## src/rtl/dec_scan.sv

```systemverilog
// Registered one-hot decoder with a built-in scan sequencer.
// Direct mode latches a select value; scan mode walks one active line with a fixed dwell.
module dec_scan #(
  parameter int N       = 4,
  parameter int NUM_OUT = 16,
  parameter int DWELL   = 4
) (
  input  logic               clk,
  input  logic               rst,
  input  logic               en,
  input  logic               mode,
  input  logic               load,
  input  logic [N-1:0]       sel,
  output logic [NUM_OUT-1:0] y,
  output logic [N-1:0]       idx,
  output logic               wrap,
  output logic               oor
);

  localparam int DW = (DWELL > 1) ? $clog2(DWELL) : 1;
  localparam logic [N-1:0]  IDX_LAST  = N'(NUM_OUT - 1);
  localparam logic [DW-1:0] DCNT_LAST = DW'(DWELL - 1);

  typedef enum logic {DIRECT, SCAN} state_t;

  state_t        state;
  logic [DW-1:0] dcnt;
  logic          frozen;
  logic [N-1:0]  idx_next;
  logic          sel_ok;

  function automatic logic [NUM_OUT-1:0] onehot(input logic [N-1:0] i);
    return NUM_OUT'(1) << i;
  endfunction

  // Wrap at NUM_OUT-1 rather than 2**N-1 so idx never names a missing line.
  assign idx_next = (idx == IDX_LAST) ? '0 : idx + 1'b1;
  assign sel_ok   = 32'(sel) < NUM_OUT;

  always_ff @(posedge clk) begin
    if (rst) begin
      state  <= DIRECT;
      y      <= '0;
      idx    <= '0;
      dcnt   <= '0;
      frozen <= 1'b0;
      wrap   <= 1'b0;
      oor    <= 1'b0;
    end else begin
      wrap  <= 1'b0;
      oor   <= 1'b0;
      state <= mode ? SCAN : DIRECT;
      if (state == DIRECT && mode) begin
        idx    <= '0;
        dcnt   <= '0;
        frozen <= 1'b0;
        y      <= en ? onehot('0) : '0;
      end else if (state == SCAN && !mode) begin
        y      <= '0;
        dcnt   <= '0;
        frozen <= 1'b0;
      end else if (state == DIRECT) begin
        if (!en) begin
          y <= '0;
        end else if (load) begin
          if (sel_ok) begin
            y   <= onehot(sel);
            idx <= sel;
          end else begin
            y   <= '0;
            oor <= 1'b1;
          end
        end
      end else begin
        // After a freeze, the first enabled cycle only re-lights the line.
        if (!en) begin
          y      <= '0;
          frozen <= 1'b1;
        end else if (frozen) begin
          y      <= onehot(idx);
          frozen <= 1'b0;
        end else if (dcnt == DCNT_LAST) begin
          dcnt <= '0;
          idx  <= idx_next;
          y    <= onehot(idx_next);
          wrap <= (idx_next == '0);
        end else begin
          dcnt <= dcnt + 1'b1;
          y    <= onehot(idx);
        end
      end
    end
  end

endmodule

```

## config.mk

```make
export PLATFORM = sky130hd
export DESIGN_NAME = dec_scan
export DESIGN_NICKNAME = d
export VERILOG_FILES = /design/src/rtl/dec_scan.sv
export SDC_FILE = /design/constraint.sdc
export NUM_CORES = 1
export LEC_CHECK = 0
export CAP_MARGIN = 20
export CORE_UTILIZATION = 49
export CTS_BUF_LIST = sky130_fd_sc_hd__clkbuf_2 sky130_fd_sc_hd__clkbuf_4 sky130_fd_sc_hd__clkbuf_8
export DETAILED_ROUTE_END_ITERATION = 8
export GPL_TIMING_DRIVEN = 0
export PLACE_DENSITY_LB_ADDON = 0.05
export SYNTH_ARGS = -nofsm -noshare
export SYNTH_HDL_FRONTEND = slang
export SYNTH_SLANG_ARGS = --single-unit
```

## constraint.sdc

```tcl
create_clock -name clk -period 1.8 [get_ports clk]
set_input_delay 0.54 -clock clk [delete_from_list [all_inputs] [get_ports clk]]
set_output_delay 0.54 -clock clk [all_outputs]
set_load 0.01 [all_outputs]
```

==> metrics.cfg, run 1 <==
[detailed_routing]
drtPass1Iterations = 4
num_vias = 1881
wl_met2_mm = 2.41
drt-met1-wl_mm = 2.34
wl_per_cell_um = 17.2
drt_iter0_markers = 169
drc_errors = 0
via_per_inst = 6.25
ant_nets = 0
highest_layer = met4
finalWirelength_mm = 5.18
wl_met3_um = 305

[clock_network]
cts_root_buf = clkbuf_4
clk_pin_slew_ns = 0.16
cts_sinks = 25
htree_levels = 1
clockBufferDepth = 2
cts_tree = done
clk_latency_ns = 0.34
cts_made_buffers = 3

[synthesis]
synth_flop_cell = dfxtp_1
yosysTopAreaCell = dfxtp_1
synthTopCellsByArea = dfxtp_1 (28%), nand2_1 (5.3%), ha_1 (4.9%)
ys_types = 49
syn_avg_cell_area_um2 = 8.16
synth_edf_count = 0
syn_area_um2 = 1780
ys_warn_count = 0
ys_seq_area_share_pct = 28.1
syn_inst = 218
synth_common_cells = dfxtp_1 (25), nand2_1 (25), nor2_1 (17)
synth_nets = 234
synth.top_cell.area_share_pct = 28.1
synth_seq_cells = 25
async_reset_ff_share_pct = 0

[final_layout]
syn2layout_area_growth_pct = 33.5
n_antenna_cell = 0
fin_nets = 272
drive_gt1_share_pct = 25.5

[sta]
fin_crit_sh_pct = 98.0
setup_viol = 0
tightest_slew_ns = 0.626
clock_skew_ns = 0.0107
tns_ns = 0
hold_viol_final = 0
fmax_mhz = 567
fin_crit_ns = 1.76
maxSlewHeadroom_pct = 58.2
rsz0062_at_grt = yes
slew_violations = 0

[placed_design]
gp_congestion = 0.929
dp_hpwl_mm = 3.43
io_buffers = 27

[power_and_ir_drop]
total_power_mw = 1.10
p_int_uw = 755
cellLeakagePower_nw = 1.04
peakVddDrop_v = 0.000233
power.switching_uw = 345
power_density_nw_per_um2 = 463
power_frac_clock_pct = 25.0
swShare_pct = 31.4
comb_power_share_pct = 23.1
power_frac_seq_pct = 51.9

[critical_path]
cp_slowest_cell = clkdlybuf4s50_1
cp_max_fo = 2
crit_family = buffers and inverters
r2r-end = y[10]
cp_num_cells = 1
crit_chain = clkdlybuf4s50_1
endpoint = y[3]
arrival_ns = 1.22
start_kind = flip-flop
max_stage_delay_ns = 0.53
critPathLaunch = y[3]
critical_path_class = flip-flop to output port
critPathRequiredTime_ns = 1.26
crit_buf_inv = 1
timing.rr.start = idx[0]
crit_path_end_kind = output port
worst-r2r-setup-slack_ns = 0.04
rr_worst_depth = 7

[grt]
antenna_found_initial = 0
grt_pass1_vias = 1711
grt_pass1_wl_mm = 8.38
grt_max_degree = 16
grt_use_total_pct = 27.3
grt_overflow = 0

[floorplanning]
die_w_um = 62.2
start_util_pct = 52.1
dieArea_um2 = 3870
die_h_um = 62.2
core_area_um2 = 3420
rows = 21
pin_count = 31

[flow_run]
cap_violations = 0

[worst_hold_path]
min_path_type = flip-flop to flip-flop

[outcome]
outcome = complete, no violations

layer usage:
metal | vias to the layer above | GRT usage (%)
met5 | - | 0
met4 | 0 | 10.5
met3 | 18 | 2.94
met2 | 92 | 42.6
met1 | 882 | 38.4
li1 | 889 | -
final cells by class:
cell class	instances	area (um2)
clock buffer	3	22.5
timing repair buffer	35	369
fill	280	1040
sequential	25	522
multi-input combinational	169	1240
buffer	17	130
inverter	5	21.3
clock inverter	1	7.51
tap	46	57.6
power groups by stage:
stage	registers, mW	clock network [mW]	logic (mW)
floorplan	0.589	0	0.146
CTS	0.571	0.282	0.238
finish	0.570	0.275	0.255
detailed placement	0.587	0	0.221
global route	0.572	0.318	0.273
global placement	0.587	0	0.221
cells in the final DEF (no fill, tap or decap), drive strengths merged, types with 3 or more instances in the layout:
master / instances
a21o: 3
a21oi: 16
a221oi: 3
a2bb2oi: 7
a311oi: 6
a31o: 3
a31oi: 8
a32o: 3
buf: 22
clkbuf: 6
clkdlybuf4s50: 12
dfxtp: 25
dlygate4sd2: 4
dlymetal6s2s: 11
ha: 7
inv: 5
nand2: 25
nand2b: 4
nand3: 13
nand4: 3
nor2: 17
nor2b: 9
nor3: 6
nor4b: 5
o21ai: 9
sequential cells by signal, indices dropped and copies added, names as in the netlist:
signal	cells
wrap	1
y	16
frozen	1
state	1
idx	4
dcnt	2
repair_timing:
action | CTS | global route
hold buffers | 0 | 0
buffers inserted | 6 | 2
hold endpoints to repair | 0 | 0
resized for setup | 25 | 33
setup endpoints to repair | 24 | 31
pin swaps | 6 | 8
stage by stage:
stage | setup slack [ns] | utilization [%] | area (um2) | hold slack, ns | cells
after global placement | -0.500 | 61.9 | 2120 | 0.464 | 291
after global routing | -0.0289 | 69.5 | 2370 | 0.487 | 301
after detailed placement | -0.497 | 61.9 | 2120 | 0.460 | 291
final | 0.0354 | 69.5 | 2370 | 0.480 | 301
after floorplan | 0.0171 | - | 1790 | 0.457 | 218
after CTS | 0.00394 | 66.4 | 2270 | 0.485 | 301
logic make-up after synthesis:
logic type / share of synthesized area, %
AO/OA/AOI/OAI: 29.5
adder cells (fa/ha/maj): 4.93
buffers and inverters: 7.46
flip-flops: 28.1
other: 0.211
AND/OR/NAND/NOR: 29.8
how the worst min path moves through the flow:
stage                     endpoint  slack [ns]    start  depth (start not counted)
final                         y[9]        0.48     y[9]                          2
after detailed placement     y[10]        0.46    y[10]                          2
after CTS                    y[10]        0.48    y[10]                          2
after floorplan            dcnt[1]        0.46  dcnt[1]                          2
after global routing          wrap        0.49     mode                          3
after global placement        y[9]        0.46     y[9]                          2
Power figures use the tool's default switching activity.
==> run 2, diff against run 1 <==
==> constraint.sdc (replaced) <==
create_clock -name clk -period 1.8 [get_ports clk]
set_input_delay 0.54 -clock clk [delete_from_list [all_inputs] [get_ports clk]]
set_output_delay 0.54 -clock clk [all_outputs]
set_load 0.005 [all_outputs]
==> run 2 against run 1 <==
Effect of this change:
- worst hold slack better by 0.0082 ns
- cell area is 1.6% lower
- utilization is 1.1 points lower
- first-iteration DRC count is 25% lower
- cell count is 1.0% higher
- largest cell class unchanged
- highest routed layer unchanged
==> metrics.cfg, run 2 (synthesis gave the netlist of run 1 again) <==
[floorplanning]
start_util_pct = 52.1
dieArea_um2 = 3870
core_area_um2 = 3420
pin_count = 31
die_h_um = 62.2
rows = 21
die_w_um = 62.2

[detailed_routing]
highest_layer = met4
drtPass1Iterations = 4
ant_nets = 0
drc_errors = 0
wl_met3_um = 265
num_vias = 1791
finalWirelength_mm = 4.87
drt-met1-wl_mm = 2.27
via_per_inst = 5.89
wl_per_cell_um = 16.0
wl_met2_mm = 2.22
drt_iter0_markers = 126

[clock_network]
clockBufferDepth = 2
cts.hold.buffers_added = 0
cts_made_buffers = 3
clk_latency_ns = 0.34
htree_levels = 1
clk_pin_slew_ns = 0.14
cts_root_buf = clkbuf_4
cts_sinks = 25
cts_tree = done

[power_and_ir_drop]
power_density_nw_per_um2 = 464
cellLeakagePower_nw = 0.916
comb_power_share_pct = 22.9
p_int_uw = 754
power.switching_uw = 329
peakVddDrop_v = 0.000275
power_frac_seq_pct = 52.6
swShare_pct = 30.4
power_frac_clock_pct = 24.5

[critical_path]
crit_path_end_kind = output port
arrival_ns = 1.21
crit_buf_inv = 1
cp_slowest_cell = clkdlybuf4s50_1
crit_chain = clkdlybuf4s50_1
cp_max_fo = 3
max_stage_delay_ns = 0.49
critical_path_class = flip-flop to output port
crit_family = buffers and inverters
start_kind = flip-flop
critPathRequiredTime_ns = 1.26

[final_layout]
final_common_cell = nand2_1
top_register = y
largest_registers = y x16, idx x4, dcnt x2
final_cell_mix = nand2_1 (25), clkdlybuf4s50_1 (21), a21oi_1 (16), dfxtp_1 (16), nor2_1 (15)
fill_cells = 289
multi_input_area_um2 = 1210
n_antenna_cell = 0
largest_reg_flops = 16
syn2layout_area_growth_pct = 31.3
drive_gt1_share_pct = 24.0
seqCellArea_um2 = 517
stdcell_count = 304
fin_nets = 275
finalInstanceArea_um2 = 2330

[placed_design]
gp_congestion = 0.918
place_inst = 291
dp_hpwl_mm = 3.41
place_area_um2 = 2110
io_buffers = 27

[sta]
maxSlewHeadroom_pct = 60.7
fmax_mhz = 571
fin_crit_ns = 1.75
hold_viol_final = 0
slew_violations = 0
clock_skew_ns = 0.00422
fin_crit_sh_pct = 97.3
rsz0062_at_grt = yes
setup_viol = 0
tightest_slew_ns = 0.586

[grt]
grt_pass1_vias = 1606
grt_pass1_wl_mm = 8.02
grt_use_total_pct = 26.2
grt_overflow = 0
antenna_found_initial = 0
grt_max_degree = 15

[flow_run]
cap_violations = 0

[outcome]
outcome = complete, no violations

[worst_hold_path]
min_path_type = flip-flop to flip-flop

## run 2: stage by stage
stage               utilization [%]  hold slack, ns  setup TNS, ns  setup slack, ns  power [mW]
floorplan                         -           0.457              0          0.00772       0.731
global placement               61.9           0.466          -8.55           -0.527       0.804
detailed placement             61.9           0.468          -8.19           -0.484       0.805
CTS                            66.3           0.490              0          0.00857        1.08
global route                   68.4           0.505       -0.00532         -0.00532        1.14
finish                         68.4           0.488              0           0.0489        1.08
## run 2: layer usage
metal | GRT usage (%) | vias up
met4 | 9.30 | 0
met5 | 0 | -
met1 | 36.2 | 837
li1 | - | 885
met3 | 2.57 | 9
met2 | 42.2 | 60
## run 2: layout make-up
class                   instances  share of cell area (%)
multi-input cells             169                    52.0
flip-flops and latches         25                    22.1
repair buffers                 38                    15.9
plain buffers                  17                    5.52
well taps                      46                    2.47
clock buffers                   3                   0.965
inverters                       5                   0.804
clock inverters                 1                   0.214
## run 2: power groups by stage
| stage | logic (mW) | registers [mW] | clock network (mW) |
|---|---|---|---|
| 2_1_floorplan | 0.146 | 0.585 | 0 |
| 3_3_place_gp | 0.218 | 0.586 | 0 |
| 3_5_place_dp | 0.218 | 0.586 | 0 |
| 4_1_cts | 0.235 | 0.570 | 0.273 |
| 5_1_grt | 0.267 | 0.572 | 0.303 |
| 6_report | 0.248 | 0.570 | 0.265 |
## run 2: worst register-to-register path: cells and delay by family, from the launching register on
family	cells	cell delay, ns
and+or+nand+nor	2	0.34
AOI/OAI and AO/OA	2	0.68
buffers and inverters	2	0.23
DFF	1	0.39
## run 2: path summary, 6_finish.rpt
kind	startpoint	to	slack, ns	depth (start not counted)
setup reg to reg	idx[1]	y[6]	0.07	6
hold / removal	y[10]	y[10]	0.49	2
setup / recovery	idx[0]	idx[0]	0.05	1
hold reg to reg	y[10]	y[10]	0.49	2
## run 2: repair_timing
action / CTS / global route
resized for setup: 18 / 20
buffers inserted: 8 / 3
cloned: 0 / 0
endpoints found under the setup margin: 20 / 23
pin swaps: 6 / 4
